`src/rtl/matrix_mac_pkg.sv`:
```
// -----------------------------------------------------------------------------
// matrix_mac_pkg
//   Shared definitions for the parametrised matrix MAC engine: FSM state
//   encoding, default geometry constants and the k-counter width helper.
//   Optional feature macro used by the engine: MATRIX_MAC_SATURATE_EN.
// -----------------------------------------------------------------------------
package matrix_mac_pkg;

  typedef enum logic [1:0] {
    IDLE = 2'd0,
    RUN  = 2'd1,
    DONE = 2'd2
  } state_e;

  localparam int DATA_WIDTH_DEF = 8;
  localparam int DIM_DEF        = 4;
  localparam int ACC_WIDTH_DEF  = 24;
  localparam int K_WIDTH_DEF    = $clog2(DIM_DEF);

  // Width of the inner-product index counter for a given dimension.
  function automatic int k_width(input int dim);
    return (dim > 1) ? $clog2(dim) : 1;
  endfunction

endpackage

```
`src/rtl/matrix_mac_engine_mac_cell.sv`:
```
// -----------------------------------------------------------------------------
// mac_cell
//   One accumulator element of the MAC array: signed multiply, sign-extend,
//   add onto the accumulator (or onto zero), optional saturation.
//   Saturation and the local overflow output exist only when
//   MATRIX_MAC_SATURATE_EN is defined; otherwise adds wrap.
// Ports:
//   clock, reset      rising-edge clock, synchronous active-low reset
//   step_i            perform one multiply-accumulate this edge
//   zero_base_i       use 0 instead of the accumulator as the addend
//   clear_i           zero the accumulator (priority over step_i)
//   a_i, b_i          signed operand elements
//   acc_o             accumulator value
//   ovf_o             this edge's update clamps (saturating build only)
// -----------------------------------------------------------------------------
module mac_cell
  import matrix_mac_pkg::*;
#(
  parameter int DATA_WIDTH = DATA_WIDTH_DEF,
  parameter int ACC_WIDTH  = ACC_WIDTH_DEF
) (
  input  logic                  clock,
  input  logic                  reset,
  input  logic                  step_i,
  input  logic                  zero_base_i,
  input  logic                  clear_i,
  input  logic [DATA_WIDTH-1:0] a_i,
  input  logic [DATA_WIDTH-1:0] b_i,
  output logic [ACC_WIDTH-1:0]  acc_o
`ifdef MATRIX_MAC_SATURATE_EN
  ,
  output logic                  ovf_o
`endif
);

  logic [ACC_WIDTH-1:0]          acc_q;
  logic [ACC_WIDTH-1:0]          acc_d;
  logic signed [2*DATA_WIDTH-1:0] prod;
  logic signed [ACC_WIDTH-1:0]   prod_ext;
  logic [ACC_WIDTH-1:0]          base;

  assign prod     = $signed(a_i) * $signed(b_i);
  assign prod_ext = ACC_WIDTH'(prod);
  assign base     = zero_base_i ? '0 : acc_q;

`ifdef MATRIX_MAC_SATURATE_EN
  localparam logic [ACC_WIDTH-1:0] ACC_MAX = {1'b0, {(ACC_WIDTH-1){1'b1}}};
  localparam logic [ACC_WIDTH-1:0] ACC_MIN = {1'b1, {(ACC_WIDTH-1){1'b0}}};

  // One guard bit: overflow shows up as the top two bits disagreeing.
  logic [ACC_WIDTH:0] sum_wide;
  logic               sat_hi;
  logic               sat_lo;

  assign sum_wide = {base[ACC_WIDTH-1], base} + {prod_ext[ACC_WIDTH-1], prod_ext};
  assign sat_hi   = !sum_wide[ACC_WIDTH] &&  sum_wide[ACC_WIDTH-1];
  assign sat_lo   =  sum_wide[ACC_WIDTH] && !sum_wide[ACC_WIDTH-1];
  assign acc_d    = sat_hi ? ACC_MAX : (sat_lo ? ACC_MIN : sum_wide[ACC_WIDTH-1:0]);
  assign ovf_o    = step_i && (sat_hi || sat_lo);
`else
  assign acc_d = base + prod_ext;
`endif

  // NOTE: accumulators are plain flops, not a RAM, so they take the reset;
  // sequential state is always written with non-blocking assignments.
  always_ff @(posedge clock) begin
    if (!reset) begin
      acc_q <= '0;
    end else if (clear_i) begin
      acc_q <= '0;
    end else if (step_i) begin
      acc_q <= acc_d;
    end
  end

  assign acc_o = acc_q;

endmodule

```
`src/rtl/matrix_mac_engine.sv`:
```
// -----------------------------------------------------------------------------
// matrix_mac_engine
//   Computes C = A*B or C = C + A*B for DIM x DIM signed matrices using a
//   DIM x DIM array of mac_cell, one inner-product index k per enabled RUN
//   cycle. start/busy/done handshake, per-operation accumulate mode, stall
//   via enable, abort via clear.
//   Optional macro MATRIX_MAC_SATURATE_EN: saturating adds plus a sticky
//   overflow flag; without it adds wrap and overflow is tied low.
// Ports:
//   clock, reset          rising-edge clock, synchronous active-low reset
//   enable                advance permission while in RUN
//   clear                 zero accumulators, abort, return to IDLE
//   start, accumulate     begin an operation (IDLE only) and its mode
//   matrix_1, matrix_2    operands A and B, row-major packed
//   busy, done            high in RUN/DONE; one-cycle completion pulse
//   overflow              sticky saturation flag
//   result                accumulator array, row-major packed
// -----------------------------------------------------------------------------
module matrix_mac_engine
  import matrix_mac_pkg::*;
#(
  parameter int DATA_WIDTH = DATA_WIDTH_DEF,
  parameter int DIM        = DIM_DEF,
  parameter int ACC_WIDTH  = ACC_WIDTH_DEF
) (
  input  logic                              clock,
  input  logic                              reset,
  input  logic                              enable,
  input  logic                              clear,
  input  logic                              start,
  input  logic                              accumulate,
  input  logic [DIM*DIM*DATA_WIDTH-1:0]     matrix_1,
  input  logic [DIM*DIM*DATA_WIDTH-1:0]     matrix_2,
  output logic                              busy,
  output logic                              done,
  output logic                              overflow,
  output logic [DIM*DIM*ACC_WIDTH-1:0]      result
);

  localparam int             KW     = k_width(DIM);
  localparam logic [KW-1:0]  K_LAST = KW'(DIM - 1);

  state_e                          state_q;
  logic [KW-1:0]                   k_q;
  logic [DIM*DIM*DATA_WIDTH-1:0]   op_a_q;
  logic [DIM*DIM*DATA_WIDTH-1:0]   op_b_q;
  logic                            mode_q;   // 1 = accumulate onto result
  logic                            busy_q;
  logic                            done_q;

  // Control FSM with registered busy/done.
  always_ff @(posedge clock) begin
    if (!reset) begin
      state_q <= IDLE;
      k_q     <= '0;
      op_a_q  <= '0;
      op_b_q  <= '0;
      mode_q  <= 1'b0;
      busy_q  <= 1'b0;
      done_q  <= 1'b0;
    end else if (clear) begin
      state_q <= IDLE;
      k_q     <= '0;
      busy_q  <= 1'b0;
      done_q  <= 1'b0;
    end else begin
      case (state_q)
        IDLE: begin
          if (start) begin
            op_a_q  <= matrix_1;
            op_b_q  <= matrix_2;
            mode_q  <= accumulate;
            k_q     <= '0;
            state_q <= RUN;
            busy_q  <= 1'b1;
          end
        end
        RUN: begin
          if (enable) begin
            if (k_q == K_LAST) begin
              k_q     <= '0;
              state_q <= DONE;
              done_q  <= 1'b1;
            end else begin
              k_q <= k_q + KW'(1);
            end
          end
        end
        DONE: begin
          state_q <= IDLE;
          busy_q  <= 1'b0;
          done_q  <= 1'b0;
        end
        default: begin
          state_q <= IDLE;
          k_q     <= '0;
          busy_q  <= 1'b0;
          done_q  <= 1'b0;
        end
      endcase
    end
  end

  assign busy = busy_q;
  assign done = done_q;

  // Cell controls: update only on an enabled RUN edge that is not a clear;
  // overwrite mode replaces the old value on the first (k=0) update.
  logic step;
  logic zero_base;

  assign step      = (state_q == RUN) && enable && !clear;
  assign zero_base = !mode_q && (k_q == '0);

  // Column k of A feeds row i; row k of B feeds column j.
  logic [DATA_WIDTH-1:0] a_sel [DIM];
  logic [DATA_WIDTH-1:0] b_sel [DIM];

  for (genvar n = 0; n < DIM; n++) begin : g_sel
    assign a_sel[n] = op_a_q[(n*DIM + int'(k_q))*DATA_WIDTH +: DATA_WIDTH];
    assign b_sel[n] = op_b_q[(int'(k_q)*DIM + n)*DATA_WIDTH +: DATA_WIDTH];
  end

`ifdef MATRIX_MAC_SATURATE_EN
  logic [DIM*DIM-1:0] cell_ovf;
`endif

  for (genvar i = 0; i < DIM; i++) begin : g_row
    for (genvar j = 0; j < DIM; j++) begin : g_col
      mac_cell #(
        .DATA_WIDTH (DATA_WIDTH),
        .ACC_WIDTH  (ACC_WIDTH)
      ) u_cell (
        .clock       (clock),
        .reset       (reset),
        .step_i      (step),
        .zero_base_i (zero_base),
        .clear_i     (clear),
        .a_i         (a_sel[i]),
        .b_i         (b_sel[j]),
        .acc_o       (result[(i*DIM + j)*ACC_WIDTH +: ACC_WIDTH])
`ifdef MATRIX_MAC_SATURATE_EN
        ,
        .ovf_o       (cell_ovf[i*DIM + j])
`endif
      );
    end
  end

`ifdef MATRIX_MAC_SATURATE_EN
  // Sticky until reset, clear, or a new overwrite operation is accepted.
  logic overflow_q;

  always_ff @(posedge clock) begin
    if (!reset) begin
      overflow_q <= 1'b0;
    end else if (clear) begin
      overflow_q <= 1'b0;
    end else if ((state_q == IDLE) && start && !accumulate) begin
      overflow_q <= 1'b0;
    end else if (|cell_ovf) begin
      overflow_q <= 1'b1;
    end
  end

  assign overflow = overflow_q;
`else
  assign overflow = 1'b0;
`endif

endmodule

```
`config.mk`:
```
export PLATFORM = sky130hd
export DESIGN_NAME = matrix_mac_engine
export DESIGN_NICKNAME = d
export VERILOG_FILES = /design/src/rtl/matrix_mac_pkg.sv /design/src/rtl/matrix_mac_engine_mac_cell.sv /design/src/rtl/matrix_mac_engine.sv
export SDC_FILE = /design/constraint.sdc
export NUM_CORES = 2
export LEC_CHECK = 0
export ABC_AREA = 1
export ABC_CLOCK_PERIOD_IN_PS = 9500
export CAP_MARGIN = 20
export CORE_MARGIN = 1
export CORE_UTILIZATION = 55
export DETAILED_ROUTE_END_ITERATION = 6
export PLACE_DENSITY = 0.81
export SETUP_SLACK_MARGIN = 0.5
export SLEW_MARGIN = 20
export SYNTH_ARGS = -nofsm -noshare
export SYNTH_HDL_FRONTEND = slang
export SYNTH_SLANG_ARGS = --single-unit
```
`constraint.sdc`:
```
create_clock -name clock -period 9.5 [get_ports clock]
set_input_delay 1.425 -clock clock [delete_from_list [all_inputs] [get_ports clock]]
set_output_delay 1.425 -clock clock [all_outputs]
set_load 0.01 [all_outputs]
```
==> impl_metrics.toml <==
[status]
outcome = "finished, violations left"
failed_checks = "DRC"

[clock_tree]
clock_sinks = 647
post_cts_hold_buffer_count = 0
source_to_sink_clock_delay_at_the_later_pin_of_the_worst_skew_pair_ns = 0.74
cts-htree-levels = 3
worst_setup_hold_path_clk_slew_ns = 0.06
clock_tree_from_tritoncts = "yes"
max-clock-path-buffers = 3
cts_inserted_buffers = 82
cts_root_buf = "sky130_fd_sc_hd__clkbuf_16"

[pwr]
power_per_cell_area_nw_per_um2 = 141
ir_worst_vdd_uv = 143
power_w = 0.0137
relative_contribution_of_sequential_cells_to_total_power_pct = 21.1
power_switching_w = 0.00638
p_int_w = 0.00734
p_clk_share_pct = 24.9
comb_power_share_pct = 54.0
power.share.switching_pct = 46.5
total_leakage_power_nw = 50.5

[yosys]
synth_seq_cells = 647
synth_area_sq_um = 85500
post_synthesis_net_count = 14100
number_of_warning_messages_in_the_yosys_log = 0
synth_seq_area_share_pct = 15.2
number_of_synthesized_flops_with_an_enable_pin = 0
avg_inst_size_synth_sq_um = 7.06
syn_inst_count = 12100
synth-main-ff-cell = "sky130_fd_sc_hd__dfxtp_1"
ys_async_sr_fraction_pct = 0
post_synth_num_cell_types = 56

[setup_path]
r2r_cells = 33
cp_data_required_time_ns = 10.14
critPathArrivalTime_ns = 9.18
rrSetupSlack_ns = 0.96
r2r_end = "g_row[1].g_col[3].u_cell.acc_o[23]$_SDFFE_PP0P_"
timing_worst_setup_path_type = "flop to flop"
worst_path_largest_cell_delay_ns = 0.97
critical_path.most_common_cell = "sky130_fd_sc_hd__nand2_1"
slowest_stage = "sky130_fd_sc_hd__xor2_1"
start_kind = "flop"
critPathCaptureType = "flop"
rr_startpoint = "k_q[0]$_SDFFE_PP0P_"
cp_max_fo = 130

[grt]
vias_in_the_first_global_route = 82500
global_route_wire_length_before_repair_mm = 450
grt_start_max_net_pins = 205
initial_antenna_violation_count = 5
gr-total-overflow = 0
tot_gr_track_use_pct = 36.6

[worst_hold_path]
hold_start = "g_row[0].g_col[1].u_cell.acc_o[0]$_SDFFE_PP0P_"
holdPathEnd = "g_row[0].g_col[1].u_cell.acc_o[0]$_SDFFE_PP0P_"
cell_depth_of_the_worst_hold_path = 2
min-delay-path-class = "flop to flop"

[sta]
final_tns_setup_ns = 0
setup_viol_count_final = 0
maxClockFrequency_mhz = 117
final_min_period_over_clock_period_pct = 89.9
slew_headroom_pct = 17.6
grt_setup_unrepaired = "false"
timing.final.ws_setup_ns = 0.958
slew_viol_final = 0
period_minus_slack_ns = 8.54
worstMarginPinSlew_ns = 1.23
timing_hold_violations_final = 0
worst_clock_skew_ns = 0.0531

[layout]
fin_util_pct = 63.1
nets = 14500
layoutNonFillerInstCount = 14700
layout-drive-gt1-share_pct = 4.71
area.sequential_sq_um = 13000
area.growth.synth_to_final_pct = 13.9
layout.filler_cells = 13900
multi_input_comb_area_sq_um = 61100

[detailed_routing]
drt_pre_antenna_iters = 7
detailroute.via_count = 80900
detailedRoute.firstIterationViolations = 5968
detail-route-antenna-nets = 0
drc = 80
wl_mm = 289
wl_per_cell_um = 19.7
viasPerCell = 5.52

[placed_design]
gp_congestion = 0.980
post-place-cells = 14500
place.port_buffers = 647
pre_cts_slack_ns = 1.02
dp.final_hpwl_mm = 224

[floorplan]
fp.dieW_um = 396
initial_core_utilization_pct = 55.4
core_area_sq_um = 154000
die_area_sq_um = 157000
chipHeight_um = 396
io_pins = 649
rows = 144

[flow_run]
cap_violations = 0
registers in the layout (all words and copies together), names as in the netlist:
name                      flops
op_b_q                      128
g_row.g_col.u_cell.acc_o    384
mode_q                        1
busy                          1
state_q                       2
k_q                           2
done                          1
op_a_q                      128
per-stage QoR:
step / cell area (sq um) / hold WS, ns
2_1_floorplan: 85500 / 0.477
3_3_place_gp: 94300 / 0.465
3_5_place_dp: 94300 / 0.466
4_1_cts: 97300 / 0.474
5_1_grt: 97300 / 0.494
6_report: 97300 / 0.475
cell usage in the layout, fill, tap and decap left out, types with 20 or more instances in the layout:
cell	n
sky130_fd_sc_hd__clkbuf_16	82
sky130_fd_sc_hd__a21oi_1	953
sky130_fd_sc_hd__nand3_1	380
sky130_fd_sc_hd__nand3_2	30
sky130_fd_sc_hd__o21bai_1	35
sky130_fd_sc_hd__xor2_1	317
sky130_fd_sc_hd__a21boi_0	20
sky130_fd_sc_hd__nand2_2	62
sky130_fd_sc_hd__inv_1	2586
sky130_fd_sc_hd__a31oi_1	24
sky130_fd_sc_hd__o21ai_0	706
sky130_fd_sc_hd__nand4_1	36
sky130_fd_sc_hd__clkdlybuf4s50_1	646
sky130_fd_sc_hd__nor3_1	54
sky130_fd_sc_hd__a32oi_2	44
sky130_fd_sc_hd__inv_2	39
sky130_fd_sc_hd__nor2_1	1925
sky130_fd_sc_hd__xnor2_1	212
sky130_fd_sc_hd__o21ai_1	52
sky130_fd_sc_hd__nand2_1	1591
sky130_fd_sc_hd__ha_1	834
sky130_fd_sc_hd__buf_4	159
sky130_fd_sc_hd__dfxtp_1	646
sky130_fd_sc_hd__fa_1	896
cells by family (layout without fill, tap and decap cells):
family	after synthesis	count (layout)	synth area share [%]
AND/OR/NAND/NOR	4160	4160	19.9
buffers and inverters	3090	3598	13.6
AO/OA/AOI/OAI	1944	1944	12.4
adder cells (fa/ha/maj)	1730	1730	33.2
flip-flops	647	647	15.2
XOR/XNOR	542	542	5.68
other	1	4	0.00439
synthesized netlist by cell type (27+ instances only):
master | count | area [sq um]
sky130_fd_sc_hd__nand3_1 | 380 | 1900
sky130_fd_sc_hd__xor2_1 | 317 | 2780
sky130_fd_sc_hd__o21ai_0 | 706 | 3530
sky130_fd_sc_hd__fa_1 | 896 | 17900
sky130_fd_sc_hd__inv_2 | 39 | 146
sky130_fd_sc_hd__buf_2 | 49 | 245
sky130_fd_sc_hd__nand2_2 | 62 | 388
sky130_fd_sc_hd__nand4_1 | 36 | 225
sky130_fd_sc_hd__o21ai_1 | 52 | 260
sky130_fd_sc_hd__inv_1 | 2590 | 9720
sky130_fd_sc_hd__nand3_2 | 30 | 300
sky130_fd_sc_hd__a21oi_1 | 953 | 4770
sky130_fd_sc_hd__buf_1 | 27 | 101
sky130_fd_sc_hd__xnor2_1 | 212 | 1860
sky130_fd_sc_hd__nor3_1 | 54 | 270
sky130_fd_sc_hd__clkbuf_1 | 380 | 1430
sky130_fd_sc_hd__dfxtp_1 | 647 | 13000
sky130_fd_sc_hd__nand2_1 | 1591 | 5970
sky130_fd_sc_hd__o21bai_1 | 35 | 263
sky130_fd_sc_hd__a32oi_1 | 32 | 280
sky130_fd_sc_hd__ha_1 | 834 | 10400
sky130_fd_sc_hd__nor2_1 | 1928 | 7240
cell type report:
class                   instances  area share [%]
multi-input cells            8377            62.8
flip-flops and latches        647            13.3
inverters                    2633            10.2
repair buffers                816            8.09
well taps                    2044            2.63
clock buffers                 107            2.39
clock inverters                42           0.616
diodes                          3         0.00771
how the worst max path moves through the flow:
stage,start,endpoint,slack [ns]
final,k_q[0]$_SDFFE_PP0P_,g_row[1].g_col[3].u_cell.acc_o[23]$_SDFFE_PP0P_,0.96
after detailed placement,k_q[0]$_SDFFE_PP0P_,g_row[2].g_col[1].u_cell.acc_o[23]$_SDFFE_PP0P_,1.02
after CTS,k_q[0]$_SDFFE_PP0P_,g_row[2].g_col[1].u_cell.acc_o[19]$_SDFFE_PP0P_,1.02
after global placement,k_q[0]$_SDFFE_PP0P_,g_row[2].g_col[1].u_cell.acc_o[23]$_SDFFE_PP0P_,1.19
after floorplan,k_q[1]$_SDFFE_PP0P_,g_row[3].g_col[3].u_cell.acc_o[23]$_SDFFE_PP0P_,2.80
after global routing,k_q[0]$_SDFFE_PP0P_,g_row[1].g_col[3].u_cell.acc_o[23]$_SDFFE_PP0P_,0.61
critical path: cells and delay by family (launching register included):
kind / cells / cell delay (ns)
adder cells (fa/ha/maj): 6 / 2.64
AND/OR/NAND/NOR: 16 / 2.04
AO/OA/AOI/OAI: 3 / 1.19
buffers and inverters: 7 / 1.17
XOR/XNOR: 1 / 0.97
flip-flops: 1 / 0.37
layer usage:
| layer | global-route usage, % | part of all wire [%] |
|---|---|---|
| met2 | 61.0 | 46 |
| met5 | 0 | 0.013 |
| met4 | 25.9 | 8.3 |
| met1 | 41.6 | 37 |
| met3 | 8.17 | 8.6 |
power by group through the flow:
stage | Clock (W) | Sequential, W | Combinational [W]
after floorplan | 0 | 0.00293 | 0.00506
after global placement | 0 | 0.00294 | 0.00707
after detailed placement | 0 | 0.00294 | 0.00722
after CTS | 0.00346 | 0.00288 | 0.00729
after global routing | 0.00358 | 0.00289 | 0.00818
final | 0.00342 | 0.00289 | 0.00741
timing repair:
action                     4_1_cts  5_1_grt
setup endpoints to repair        0       13
setup buffers                    0        0
gates resized for setup          0        1
No activity file was read; power rests on OpenSTA's default activity.
